### src/rtl/vec_pkg.sv
// Shared types and constants for the vector operand sequencer.
package vec_pkg;

    localparam int ELEM_W = 32;
    localparam int VREG_W = 5;

    typedef enum logic [3:0] {
        OP_VADD = 4'h0,
        OP_VMUL = 4'h1
    } op_e;

    typedef enum logic {
        IDLE = 1'b0,
        READ = 1'b1
    } state_e;

    function automatic int max_int(input int a, input int b);
        return (a > b) ? a : b;
    endfunction

endpackage

### src/rtl/vec_issue_if.sv
// Instruction handshake, VRF read port and FU issue lanes of vec_issue.
interface vec_issue_if #(
    parameter int ADD_NUM = 1,
    parameter int MUL_NUM = 1,
    parameter int IDX_W   = 5
) ();
    localparam int L = vec_pkg::max_int(ADD_NUM, MUL_NUM);
    localparam int EW = vec_pkg::ELEM_W;
    localparam int RW = vec_pkg::VREG_W;

    logic                   in_valid;
    logic                   in_ready;
    logic [3:0]             in_op;
    logic [RW-1:0]          in_vs1;
    logic [RW-1:0]          in_vs2;
    logic [IDX_W:0]         in_vl;

    logic                   rd_en;
    logic [RW-1:0]          rd_vs1;
    logic [RW-1:0]          rd_vs2;
    logic [IDX_W-1:0]       rd_idx;
    logic [L*EW-1:0]        rd_data_a;
    logic [L*EW-1:0]        rd_data_b;

    logic [ADD_NUM*EW-1:0]  a_add;
    logic [ADD_NUM*EW-1:0]  b_add;
    logic [ADD_NUM-1:0]     add_vld;
    logic [MUL_NUM*EW-1:0]  a_mul;
    logic [MUL_NUM*EW-1:0]  b_mul;
    logic [MUL_NUM-1:0]     mul_vld;
    logic                   done;
    logic                   err;

    modport master (
        output in_valid, in_op, in_vs1, in_vs2, in_vl, rd_data_a, rd_data_b,
        input  in_ready, rd_en, rd_vs1, rd_vs2, rd_idx,
        input  a_add, b_add, add_vld, a_mul, b_mul, mul_vld, done, err
    );

    modport slave (
        input  in_valid, in_op, in_vs1, in_vs2, in_vl, rd_data_a, rd_data_b,
        output in_ready, rd_en, rd_vs1, rd_vs2, rd_idx,
        output a_add, b_add, add_vld, a_mul, b_mul, mul_vld, done, err
    );

endinterface

### src/rtl/vec_lane_mask.sv
// Per-lane valid mask for one element group: lane k is live when k < remaining and k < lane_num.
module vec_lane_mask #(
    parameter int LANES = 1,
    parameter int CNT_W = 6
) (
    input  logic [CNT_W-1:0] remaining,
    input  logic [CNT_W-1:0] lane_num,
    output logic [LANES-1:0] mask
);

    // Build the mask lane by lane.
    always_comb begin
        mask = '0;
        for (int k = 0; k < LANES; k++) begin
            if ((CNT_W'(k) < remaining) && (CNT_W'(k) < lane_num)) begin
                mask[k] = 1'b1;
            end else begin
                mask[k] = 1'b0;
            end
        end
    end

endmodule

### src/rtl/vec_issue.sv
// vec_issue: reads VRF element pairs and issues them group-wise to the adder or multiplier lanes.
// Define VEC_ISSUE_PERF_EN to add saturating perf_elems / perf_instrs counters.
module vec_issue
    import vec_pkg::*;
#(
    parameter int ADD_NUM = 1,
    parameter int MUL_NUM = 1,
    parameter int VLMAX   = 32,
    parameter int IDX_W   = 5
) (
    input  logic       clk,
    input  logic       rst,
    vec_issue_if.slave bus
`ifdef VEC_ISSUE_PERF_EN
    ,
    output logic [31:0] perf_elems,
    output logic [15:0] perf_instrs
`endif
);
    localparam int L     = max_int(ADD_NUM, MUL_NUM);
    localparam int CNT_W = IDX_W + 1;

    state_e              state_r, state_s;
    logic                start_s, last_s;
    logic                accept_s, legal_s, new_mul_s;
    logic [CNT_W-1:0]    vl_clamp_s, step_s, rem_next_s;
    logic [CNT_W-1:0]    rem_r, n_r;
    logic                is_mul_r;
    logic                in_ready_r, rd_en_r;
    logic [IDX_W-1:0]    rd_idx_r;
    logic [VREG_W-1:0]   rd_vs1_r, rd_vs2_r;
    logic [L-1:0]        mask_s, p_mask_r;
    logic                p_vld_r, p_mul_r, p_last_r;

    logic [ADD_NUM*ELEM_W-1:0] a_add_s, b_add_s, a_add_r, b_add_r;
    logic [ADD_NUM-1:0]        add_vld_s, add_vld_r;
    logic [MUL_NUM*ELEM_W-1:0] a_mul_s, b_mul_s, a_mul_r, b_mul_r;
    logic [MUL_NUM-1:0]        mul_vld_s, mul_vld_r;
    logic                      done_s, err_s, done_r, err_r;

    // Instruction decode and per-group countdown arithmetic.
    always_comb begin
        accept_s  = bus.in_valid & in_ready_r;
        legal_s   = (bus.in_op == OP_VADD) || (bus.in_op == OP_VMUL);
        new_mul_s = (bus.in_op == OP_VMUL);
        if (bus.in_vl > CNT_W'(VLMAX)) begin
            vl_clamp_s = CNT_W'(VLMAX);
        end else begin
            vl_clamp_s = bus.in_vl;
        end
        if (rem_r < n_r) begin
            step_s = rem_r;
        end else begin
            step_s = n_r;
        end
        rem_next_s = rem_r - step_s;
    end

    // Next-state logic: READ lasts one cycle per element group.
    always_comb begin
        state_s = state_r;
        start_s = 1'b0;
        last_s  = 1'b0;
        case (state_r)
            IDLE: begin
                if (accept_s && legal_s && (vl_clamp_s != {CNT_W{1'b0}})) begin
                    state_s = READ;
                    start_s = 1'b1;
                end else begin
                    state_s = IDLE;
                end
            end
            READ: begin
                if (rem_next_s == {CNT_W{1'b0}}) begin
                    state_s = IDLE;
                    last_s  = 1'b1;
                end else begin
                    state_s = READ;
                end
            end
            default: state_s = IDLE;
        endcase
    end

    // State register, latched instruction and VRF read port.
    always_ff @(posedge clk) begin
        if (rst) begin
            state_r    <= IDLE;
            in_ready_r <= 1'b0;
            rd_en_r    <= 1'b0;
            rd_idx_r   <= '0;
            rd_vs1_r   <= '0;
            rd_vs2_r   <= '0;
            rem_r      <= '0;
            n_r        <= '0;
            is_mul_r   <= 1'b0;
        end else begin
            state_r    <= state_s;
            in_ready_r <= (state_s == IDLE);
            rd_en_r    <= (state_s == READ);
            if (start_s) begin
                rd_vs1_r <= bus.in_vs1;
                rd_vs2_r <= bus.in_vs2;
                rd_idx_r <= '0;
                rem_r    <= vl_clamp_s;
                n_r      <= new_mul_s ? CNT_W'(MUL_NUM) : CNT_W'(ADD_NUM);
                is_mul_r <= new_mul_s;
            end else if (state_r == READ) begin
                rem_r    <= rem_next_s;
                rd_idx_r <= last_s ? {IDX_W{1'b0}} : (rd_idx_r + IDX_W'(n_r));
            end else begin
                rem_r    <= rem_r;
                rd_idx_r <= rd_idx_r;
            end
        end
    end

    vec_lane_mask #(
        .LANES (L),
        .CNT_W (CNT_W)
    ) u_lane_mask (
        .remaining (rem_r),
        .lane_num  (n_r),
        .mask      (mask_s)
    );

    // Group metadata travels alongside the 1-cycle VRF read latency.
    always_ff @(posedge clk) begin
        if (rst) begin
            p_vld_r  <= 1'b0;
            p_mask_r <= '0;
            p_mul_r  <= 1'b0;
            p_last_r <= 1'b0;
        end else begin
            p_vld_r  <= (state_r == READ);
            p_mask_r <= mask_s;
            p_mul_r  <= is_mul_r;
            p_last_r <= last_s;
        end
    end

    // Route returned data to the selected unit; dead lanes carry zero.
    always_comb begin
        a_add_s   = '0;
        b_add_s   = '0;
        add_vld_s = '0;
        a_mul_s   = '0;
        b_mul_s   = '0;
        mul_vld_s = '0;
        for (int k = 0; k < ADD_NUM; k++) begin
            if (p_vld_r && !p_mul_r && p_mask_r[k]) begin
                add_vld_s[k]                    = 1'b1;
                a_add_s[k*ELEM_W +: ELEM_W]     = bus.rd_data_a[k*ELEM_W +: ELEM_W];
                b_add_s[k*ELEM_W +: ELEM_W]     = bus.rd_data_b[k*ELEM_W +: ELEM_W];
            end else begin
                add_vld_s[k] = 1'b0;
            end
        end
        for (int k = 0; k < MUL_NUM; k++) begin
            if (p_vld_r && p_mul_r && p_mask_r[k]) begin
                mul_vld_s[k]                    = 1'b1;
                a_mul_s[k*ELEM_W +: ELEM_W]     = bus.rd_data_a[k*ELEM_W +: ELEM_W];
                b_mul_s[k*ELEM_W +: ELEM_W]     = bus.rd_data_b[k*ELEM_W +: ELEM_W];
            end else begin
                mul_vld_s[k] = 1'b0;
            end
        end
        // A zero-length done can coincide with the previous instruction's last group; both merge into one pulse.
        done_s = (p_vld_r & p_last_r) | (accept_s & legal_s & (vl_clamp_s == {CNT_W{1'b0}}));
        err_s  = accept_s & ~legal_s;
    end

    // Issue-stage output registers.
    always_ff @(posedge clk) begin
        if (rst) begin
            a_add_r   <= '0;
            b_add_r   <= '0;
            add_vld_r <= '0;
            a_mul_r   <= '0;
            b_mul_r   <= '0;
            mul_vld_r <= '0;
            done_r    <= 1'b0;
            err_r     <= 1'b0;
        end else begin
            a_add_r   <= a_add_s;
            b_add_r   <= b_add_s;
            add_vld_r <= add_vld_s;
            a_mul_r   <= a_mul_s;
            b_mul_r   <= b_mul_s;
            mul_vld_r <= mul_vld_s;
            done_r    <= done_s;
            err_r     <= err_s;
        end
    end

`ifdef VEC_ISSUE_PERF_EN
    logic [31:0] perf_elems_r;
    logic [15:0] perf_instrs_r;
    logic [32:0] elems_sum_s;

    // Element total before saturation.
    always_comb begin
        elems_sum_s = {1'b0, perf_elems_r} + 33'($countones(add_vld_r)) + 33'($countones(mul_vld_r));
    end

    // Saturating performance counters.
    always_ff @(posedge clk) begin
        if (rst) begin
            perf_elems_r  <= 32'd0;
            perf_instrs_r <= 16'd0;
        end else begin
            perf_elems_r <= elems_sum_s[32] ? 32'hFFFF_FFFF : elems_sum_s[31:0];
            if (done_r && (perf_instrs_r != 16'hFFFF)) begin
                perf_instrs_r <= perf_instrs_r + 16'd1;
            end else begin
                perf_instrs_r <= perf_instrs_r;
            end
        end
    end

    assign perf_elems  = perf_elems_r;
    assign perf_instrs = perf_instrs_r;
`endif

    assign bus.in_ready = in_ready_r;
    assign bus.rd_en    = rd_en_r;
    assign bus.rd_idx   = rd_idx_r;
    assign bus.rd_vs1   = rd_vs1_r;
    assign bus.rd_vs2   = rd_vs2_r;
    assign bus.a_add    = a_add_r;
    assign bus.b_add    = b_add_r;
    assign bus.add_vld  = add_vld_r;
    assign bus.a_mul    = a_mul_r;
    assign bus.b_mul    = b_mul_r;
    assign bus.mul_vld  = mul_vld_r;
    assign bus.done     = done_r;
    assign bus.err      = err_r;

endmodule

### src/flat_wrapper.sv
// flat-port wrapper written by rule: the top's interface ports become plain ports
module vec_issue_flat import vec_pkg::*;
#(
    parameter int ADD_NUM = 1,
    parameter int MUL_NUM = 1,
    parameter int VLMAX   = 32,
    parameter int IDX_W   = 5
)
  (clk, rst, bus_in_valid, bus_in_op, bus_in_vs1, bus_in_vs2, bus_in_vl, bus_rd_data_a, bus_rd_data_b, bus_in_ready, bus_rd_en, bus_rd_vs1, bus_rd_vs2, bus_rd_idx, bus_a_add, bus_b_add, bus_add_vld, bus_a_mul, bus_b_mul, bus_mul_vld, bus_done, bus_err);
  vec_issue_if #(.ADD_NUM(ADD_NUM), .MUL_NUM(MUL_NUM), .IDX_W(IDX_W)) bus_i ();
  input  logic clk;
  input  logic rst;
  input wire logic [$bits(bus_i.in_valid)-1:0] bus_in_valid;
  input wire logic [$bits(bus_i.in_op)-1:0] bus_in_op;
  input wire logic [$bits(bus_i.in_vs1)-1:0] bus_in_vs1;
  input wire logic [$bits(bus_i.in_vs2)-1:0] bus_in_vs2;
  input wire logic [$bits(bus_i.in_vl)-1:0] bus_in_vl;
  input wire logic [$bits(bus_i.rd_data_a)-1:0] bus_rd_data_a;
  input wire logic [$bits(bus_i.rd_data_b)-1:0] bus_rd_data_b;
  output wire logic [$bits(bus_i.in_ready)-1:0] bus_in_ready;
  output wire logic [$bits(bus_i.rd_en)-1:0] bus_rd_en;
  output wire logic [$bits(bus_i.rd_vs1)-1:0] bus_rd_vs1;
  output wire logic [$bits(bus_i.rd_vs2)-1:0] bus_rd_vs2;
  output wire logic [$bits(bus_i.rd_idx)-1:0] bus_rd_idx;
  output wire logic [$bits(bus_i.a_add)-1:0] bus_a_add;
  output wire logic [$bits(bus_i.b_add)-1:0] bus_b_add;
  output wire logic [$bits(bus_i.add_vld)-1:0] bus_add_vld;
  output wire logic [$bits(bus_i.a_mul)-1:0] bus_a_mul;
  output wire logic [$bits(bus_i.b_mul)-1:0] bus_b_mul;
  output wire logic [$bits(bus_i.mul_vld)-1:0] bus_mul_vld;
  output wire logic [$bits(bus_i.done)-1:0] bus_done;
  output wire logic [$bits(bus_i.err)-1:0] bus_err;
  assign bus_i.in_valid = bus_in_valid;
  assign bus_i.in_op = bus_in_op;
  assign bus_i.in_vs1 = bus_in_vs1;
  assign bus_i.in_vs2 = bus_in_vs2;
  assign bus_i.in_vl = bus_in_vl;
  assign bus_i.rd_data_a = bus_rd_data_a;
  assign bus_i.rd_data_b = bus_rd_data_b;
  assign bus_in_ready = bus_i.in_ready;
  assign bus_rd_en = bus_i.rd_en;
  assign bus_rd_vs1 = bus_i.rd_vs1;
  assign bus_rd_vs2 = bus_i.rd_vs2;
  assign bus_rd_idx = bus_i.rd_idx;
  assign bus_a_add = bus_i.a_add;
  assign bus_b_add = bus_i.b_add;
  assign bus_add_vld = bus_i.add_vld;
  assign bus_a_mul = bus_i.a_mul;
  assign bus_b_mul = bus_i.b_mul;
  assign bus_mul_vld = bus_i.mul_vld;
  assign bus_done = bus_i.done;
  assign bus_err = bus_i.err;
  vec_issue #(.ADD_NUM(ADD_NUM), .MUL_NUM(MUL_NUM), .VLMAX(VLMAX), .IDX_W(IDX_W)) u_core (.clk(clk), .rst(rst), .bus(bus_i));
endmodule
### config.mk
export PLATFORM = sky130hd
export DESIGN_NAME = vec_issue_flat
export DESIGN_NICKNAME = d
export VERILOG_FILES = /design/src/rtl/vec_pkg.sv /design/src/rtl/vec_issue_if.sv /design/src/rtl/vec_lane_mask.sv /design/src/rtl/vec_issue.sv /design/src/flat_wrapper.sv
export SDC_FILE = /design/constraint.sdc
export NUM_CORES = 1
export LEC_CHECK = 0
export ABC_CLOCK_PERIOD_IN_PS = 7300
export CAP_MARGIN = 5
export CORE_MARGIN = 2
export CORE_UTILIZATION = 43
export DETAILED_ROUTE_END_ITERATION = 8
export GPL_TIMING_DRIVEN = 1
export HOLD_SLACK_MARGIN = 0.12
export PLACE_DENSITY = 0.83
export REMOVE_ABC_BUFFERS = 1
export SLEW_MARGIN = 20
export SYNTH_ARGS = -nofsm -noshare
export SYNTH_HDL_FRONTEND = slang
export SYNTH_SLANG_ARGS = --single-unit
### constraint.sdc
create_clock -name clk -period 7.3 [get_ports clk]
set_clock_uncertainty 0.2 [all_clocks]
set_input_delay 1.46 -clock clk [delete_from_list [all_inputs] [get_ports clk]]
set_output_delay 1.46 -clock clk [all_outputs]
set_load 0.01 [all_outputs]
Word level (Yosys, flattened, before mapping)
Cells that the tools add are included.

word-level totals
  bits in writable memories = 0
  memories = 0
  latch bits = 0
  bits in read-only memories = 0
  register bits after elaboration = 161

operators by class
  add/subtract/negate cells = 2
  div/mod/pow operators = 0
  mux-type cells = 14
  bitwise gates (word level) = 11
  equality and inequality tests = 1
  $mul = 0
  shifts and indexed selects = 0
  $lt $le $gt $ge = 4
  reduce and logical (&&, ||, !) cells = 17

operators with widths
  cell                count
  $mux 6              4
  $logic_not 6->1     2
  $mux 1              8
  $logic_and 1x1->1   7
  $gt 6x6->1 const B  1
  $lt 1x6->1 const A  1
  $lt 6x1->1          1
  $reduce_bool 6->1   1
  $reduce_or 2->1     3
  $sub 6x6->6         1
  $add 5x1->5         1
  $and 1x1->1         5
  $mux 5              1
  $not 1->1           5
  $eq 4x1->1 const B  1
  $logic_not 4->1     1
  $pmux 1 s2          1
  $reduce_bool 2->1   1
  $logic_not 1->1     1
  $logic_or 1x1->1    1
  $lt 1x1->1 const A  1
  $or 1x1->1          1

Logic depth before layout (Yosys ltp)
  depth in word-level cells = 7
  mapped depth = 10

Cells and area by module
A second synthesis with hierarchy kept.

unflattened totals
  cells, all modules = 441
  area, all modules = 5003.5 um2

by module, submodules not included
  module         instances  area each (um2)  cells each  sequential area each (um2)
  vec_issue      1          4976.0           436         3223.1
  vec_lane_mask  1          27.5             5           0.0

Worst setup path before layout
Ideal clock, no wire load.

  kind = input to register
  start = in bus_in_op[1]
  end = reg u_core.rem_r[4]
  data arrival time = 2.604 ns
  slack = 4.358 ns
  cell stages on the path = 5
  data required time = 6.963 ns
  cell sequence = or3_1 -> a211o_1 -> buf_2 -> a211oi_1 -> a211oi_1

between the ends
  cells in the longest elaborated chain, start to end = 7

ends and longest elaborated chain
  what                                           RTL line            text
  start, declared                                flat_wrapper.sv:14  input wire logic [$bits(bus_i.in_op)-1:0] bus_in_op;
  $eq 4x1->1 or $logic_not 4->1 (tied branches)  vec_issue.sv:44     legal_s = (bus.in_op == OP_VADD) || (bus.in_op == OP_VMUL);
  $logic_or 1x1->1 *                             vec_issue.sv:44
  $logic_and 1x1->1 * (2 in a row)               vec_issue.sv:66     if (accept_s && legal_s && (vl_clamp_s != {CNT_W{1'b0}})) begin
  $mux 1 *                                       vec_issue.sv:66
  $mux 1 *                                       vec_issue.sv:64     case (state_r)
  $mux 6 or $reduce_bool 2->1 (tied branches)    -
  end signal, assigned                           vec_issue.sv:105    rem_r <= vl_clamp_s;
  end signal, assigned                           vec_issue.sv:109    rem_r <= rem_next_s;
  end signal, assigned                           vec_issue.sv:112    rem_r <= rem_r;
  end, declared                                  vec_issue.sv:27     logic [CNT_W-1:0] rem_r, n_r;

Mark *: on every way between the ends. The rest lies on a longest branch, timed or not.
A chain may end at the register's enable or synchronous reset.

Worst setup path in the final report
  start = in bus_in_vl[0]
  end = reg u_core.rd_idx_r[3], in the netlist u_core.bus.rd_idx[3]

between the ends
  cells in the longest elaborated chain, start to end = 7

ends and longest elaborated chain
  what                         RTL line            text
  start, declared              flat_wrapper.sv:17  input wire logic [$bits(bus_i.in_vl)-1:0] bus_in_vl;
  $gt 6x6->1                   vec_issue.sv:46     if (bus.in_vl > CNT_W'(VLMAX)) begin
  $mux 6 *                     vec_issue.sv:46
  $reduce_bool 6->1 *          vec_issue.sv:66
  $logic_and 1x1->1 *          vec_issue.sv:66
  $mux 1 *                     vec_issue.sv:66
  $mux 1 *                     vec_issue.sv:64
  $reduce_or 2->1 (no line) *  -
  end signal, assigned         vec_issue.sv:110    rd_idx_r <= last_s ? {IDX_W{1'b0}} : (rd_idx_r + IDX_W'(n_r));
  end signal, assigned         vec_issue.sv:113    rd_idx_r <= rd_idx_r;
  end, declared                vec_issue.sv:30     logic [IDX_W-1:0] rd_idx_r;

Marked as above.

==> qor.yml <==
status:
  status: "finished clean"
clock_network:
  clock-root-buffer: "clkbuf_16"
  htreeDepth: 4
  clock_path_buffers: 2
  cts_buffers: 17
  cts_hold_buf: 0
  cts_setup_buffers: 0
  cts_tree: "done"
  clock-sinks: 161
  cts_resized: 0
  clock_latency_ns: 0.41
  clk_pin_slew_ns: 0.06
power:
  power_switching_mw: 0.376
  leakage_nw: 3.00
  peakVddDrop_v: 0.000195
  pwr-share-clk_pct: 46.4
  p_sw_share_pct: 21.1
  p_int_mw: 1.41
  p_per_area_nw_per_um2: 226
  combPwrFrac_pct: 4.0
  pwr-share-seq_pct: 49.5
global_routing:
  grt_pass1_vias: 4151
  grt_max_degree: 37
  overflow: 0
  antenna_found_initial: 0
  track_usage_pct: 23.4
  grt_pass1_wl_um: 22000
synth:
  ys_types: 36
  avgSynthCellArea_um2: 11.3
  ys_ff_latch: 161
  ys_dominant_reg_cell: "dfxtp_1"
  syn_inst: 431
  yosysSeqAreaShare_pct: 66.1
  yosysWarnings: 0
  async_reset_ff_share_pct: 0
  synth_edf_count: 0
  netlist_area_um2: 4870
finish:
  layout_commonest_cell: "clkdlybuf4s50_1"
  final_cell_mix: "clkdlybuf4s50_1 (234), dfxtp_1 (161), and2_1 (131)"
  stdcell_count: 815
  final_nets: 755
  layout-drive-gt1-share_pct: 6.52
  insertedDiodeCount: 0
  synthToLayoutAreaGrowth_pct: 62.0
detailed_routing:
  vias_per_cell: 4.84
  firstDrtPassIters: 4
  drt_iter0_drc: 273
  num_vias: 3943
  wl_per_cell_um: 17.5
  postRouteAntennaNets: 0
  drc_errors: 0
  routed_wl_um: 14300
floorplan:
  start_util_pct: 44.6
  ios: 236
  rows: 38
  die_y_um: 110
  dieArea_um2: 12200
  core-area_um2: 10900
  die_x_um: 110
sta:
  setup_viol_count_final: 0
  worst_pin_slew_ns: 0.891
  slew_violations: 0
  hold_viol: 0
  min_period_ns: 3.35
  slew_headroom_pct: 40.5
  tns_ns: 0
  max_freq_mhz: 298
  rsz0062_at_grt: "no"
  fin_crit_sh_pct: 45.9
worst_setup_path:
  cp_cell_sequence: "clkdlybuf4s50_1 -> nor4_2 -> a211o_1 -> nor2_2 -> a2111oi_2"
  arrival_ns: 3.46
  r2r_start: "u_core.rem_r[1]$_SDFFE_PP0P_"
  startpoint_type: "input port"
  r2r_slack_ns: 4.25
  ff2ff_path_depth: 9
  worstPathMaxFanout: 20
  critPathCapture: "u_core.bus.rd_idx[3]$_SDFFE_PP0P_"
  worst_ep_required_time_ns: 7.41
  critPathKind: "in2reg"
  cp_slowest_cell: "a211o_1"
  crit_path_start: "bus_in_vl[0]"
  slowest_delay_ns: 0.63
  end_kind: "flip-flop"
  r2r-end: "u_core.bus.rd_idx[4]$_SDFFE_PP0P_"
placement:
  dp.cells: 785
  portBuffers: 235
  gp_congestion: 0.863
  dp_hpwl_um: 10000
worst_hold_path:
  hold_path_class: "reg2reg"
  whs_path_depth: 2
flow_run:
  drv_cap: 0
## per-stage QoR
stage          power [mW]  hold slack [ns]  utilization (%)  area, um2  setup WS (ns)
2_1_floorplan       0.914            0.227                -       4770           3.06
3_3_place_gp        0.971            0.258             67.2       7350           3.60
3_5_place_dp        0.973            0.250             67.2       7350           3.58
4_1_cts              1.79            0.274             72.2       7900           3.96
5_1_grt              1.84            0.295             72.2       7900           3.81
6_report             1.78            0.282             72.2       7900           3.95
## synth_stat cells (all sizes together) (5+ instances only)
library cell | number | share of area, %
nor2 | 7 | 0.59
nand3 | 12 | 1.2
a21oi | 12 | 1.2
inv | 6 | 0.46
and2 | 131 | 17
nand2 | 7 | 0.54
o21ai | 12 | 1.2
buf | 5 | 0.46
dfxtp | 161 | 66
or3 | 6 | 0.87
clkbuf | 21 | 1.6
a211oi | 6 | 1.0
nand4 | 5 | 0.64
## kinds of logic (layout without fill, tap and decap cells)
| logic type | count (synthesis) | in the layout | synth area share [%] |
|---|---|---|---|
| flip-flops | 161 | 161 | 66.1 |
| adder cells (fa/ha/maj) | 4 | 4 | 1.03 |
| XOR/XNOR | 5 | 5 | 0.899 |
| AO/OA/AOI/OAI | 48 | 48 | 6.72 |
| AND/OR/NAND/NOR | 181 | 181 | 22.7 |
| buffers and inverters | 32 | 276 | 2.54 |
## final cells by class
cell class	instances	area, um2
multi-input combinational	238	1540
sequential	161	3220
clock buffer	19	443
tap	140	175
timing repair buffer	240	2380
fill	784	3040
inverter	6	22.5
clock inverter	11	109
## worst min-delay path by stage
stage	start	to	slack, ns
after global routing	u_core.p_last_r$_SDFF_PP0_	u_core.bus.done$_SDFF_PP0_	0.29
final	u_core.p_last_r$_SDFF_PP0_	u_core.bus.done$_SDFF_PP0_	0.28
after CTS	u_core.p_last_r$_SDFF_PP0_	u_core.bus.done$_SDFF_PP0_	0.27
after floorplan	u_core.p_last_r$_SDFF_PP0_	u_core.bus.done$_SDFF_PP0_	0.23
after global placement	u_core.p_last_r$_SDFF_PP0_	u_core.bus.done$_SDFF_PP0_	0.26
after detailed placement	u_core.p_last_r$_SDFF_PP0_	u_core.bus.done$_SDFF_PP0_	0.25
## power by group through the flow
stage	combinational, mW	sequential [mW]	clock (mW)
2_1_floorplan	0.0115	0.903	0
3_3_place_gp	0.0693	0.902	0
3_5_place_dp	0.0709	0.902	0
4_1_cts	0.0719	0.882	0.838
5_1_grt	0.0769	0.882	0.878
6_report	0.0719	0.882	0.827
## worst max-delay path, delay by kind of cell
| family | cells | cell delay (ns) |
|---|---|---|
| AO/OA/AOI/OAI | 2 | 0.93 |
| AND/OR/NAND/NOR | 2 | 0.61 |
| buffers and inverters | 1 | 0.45 |
## per-layer routing
| metal | vias up | share of wire, % | track usage, % |
|---|---|---|---|
| li1 | 1876 | - | - |
| met1 | 1869 | 35 | 22.4 |
| met2 | 177 | 52 | 42.6 |
| met3 | 21 | 11 | 13.0 |
| met4 | 0 | 1.8 | 7.58 |
| met5 | - | 0 | 0 |
## flip-flops by register name, indices dropped and copies added (netlist names)
name / count
u_core.is_mul_r: 1
u_core.bus.b_mul: 32
u_core.n_r: 1
u_core.rem_r: 6
u_core.bus.rd_idx: 5
u_core.bus.b_add: 32
u_core.bus.rd_vs2: 5
u_core.p_mask_r: 1
u_core.bus.a_add: 32
u_core.p_last_r: 1
u_core.bus.add_vld: 1
u_core.bus.rd_vs1: 5
u_core.bus.a_mul: 32
u_core.bus.in_ready: 1
u_core.state_r: 1
u_core.p_mul_r: 1
u_core.bus.mul_vld: 1
u_core.bus.err: 1
u_core.p_vld_r: 1
u_core.bus.done: 1
(Power assumes the default switching activity.)
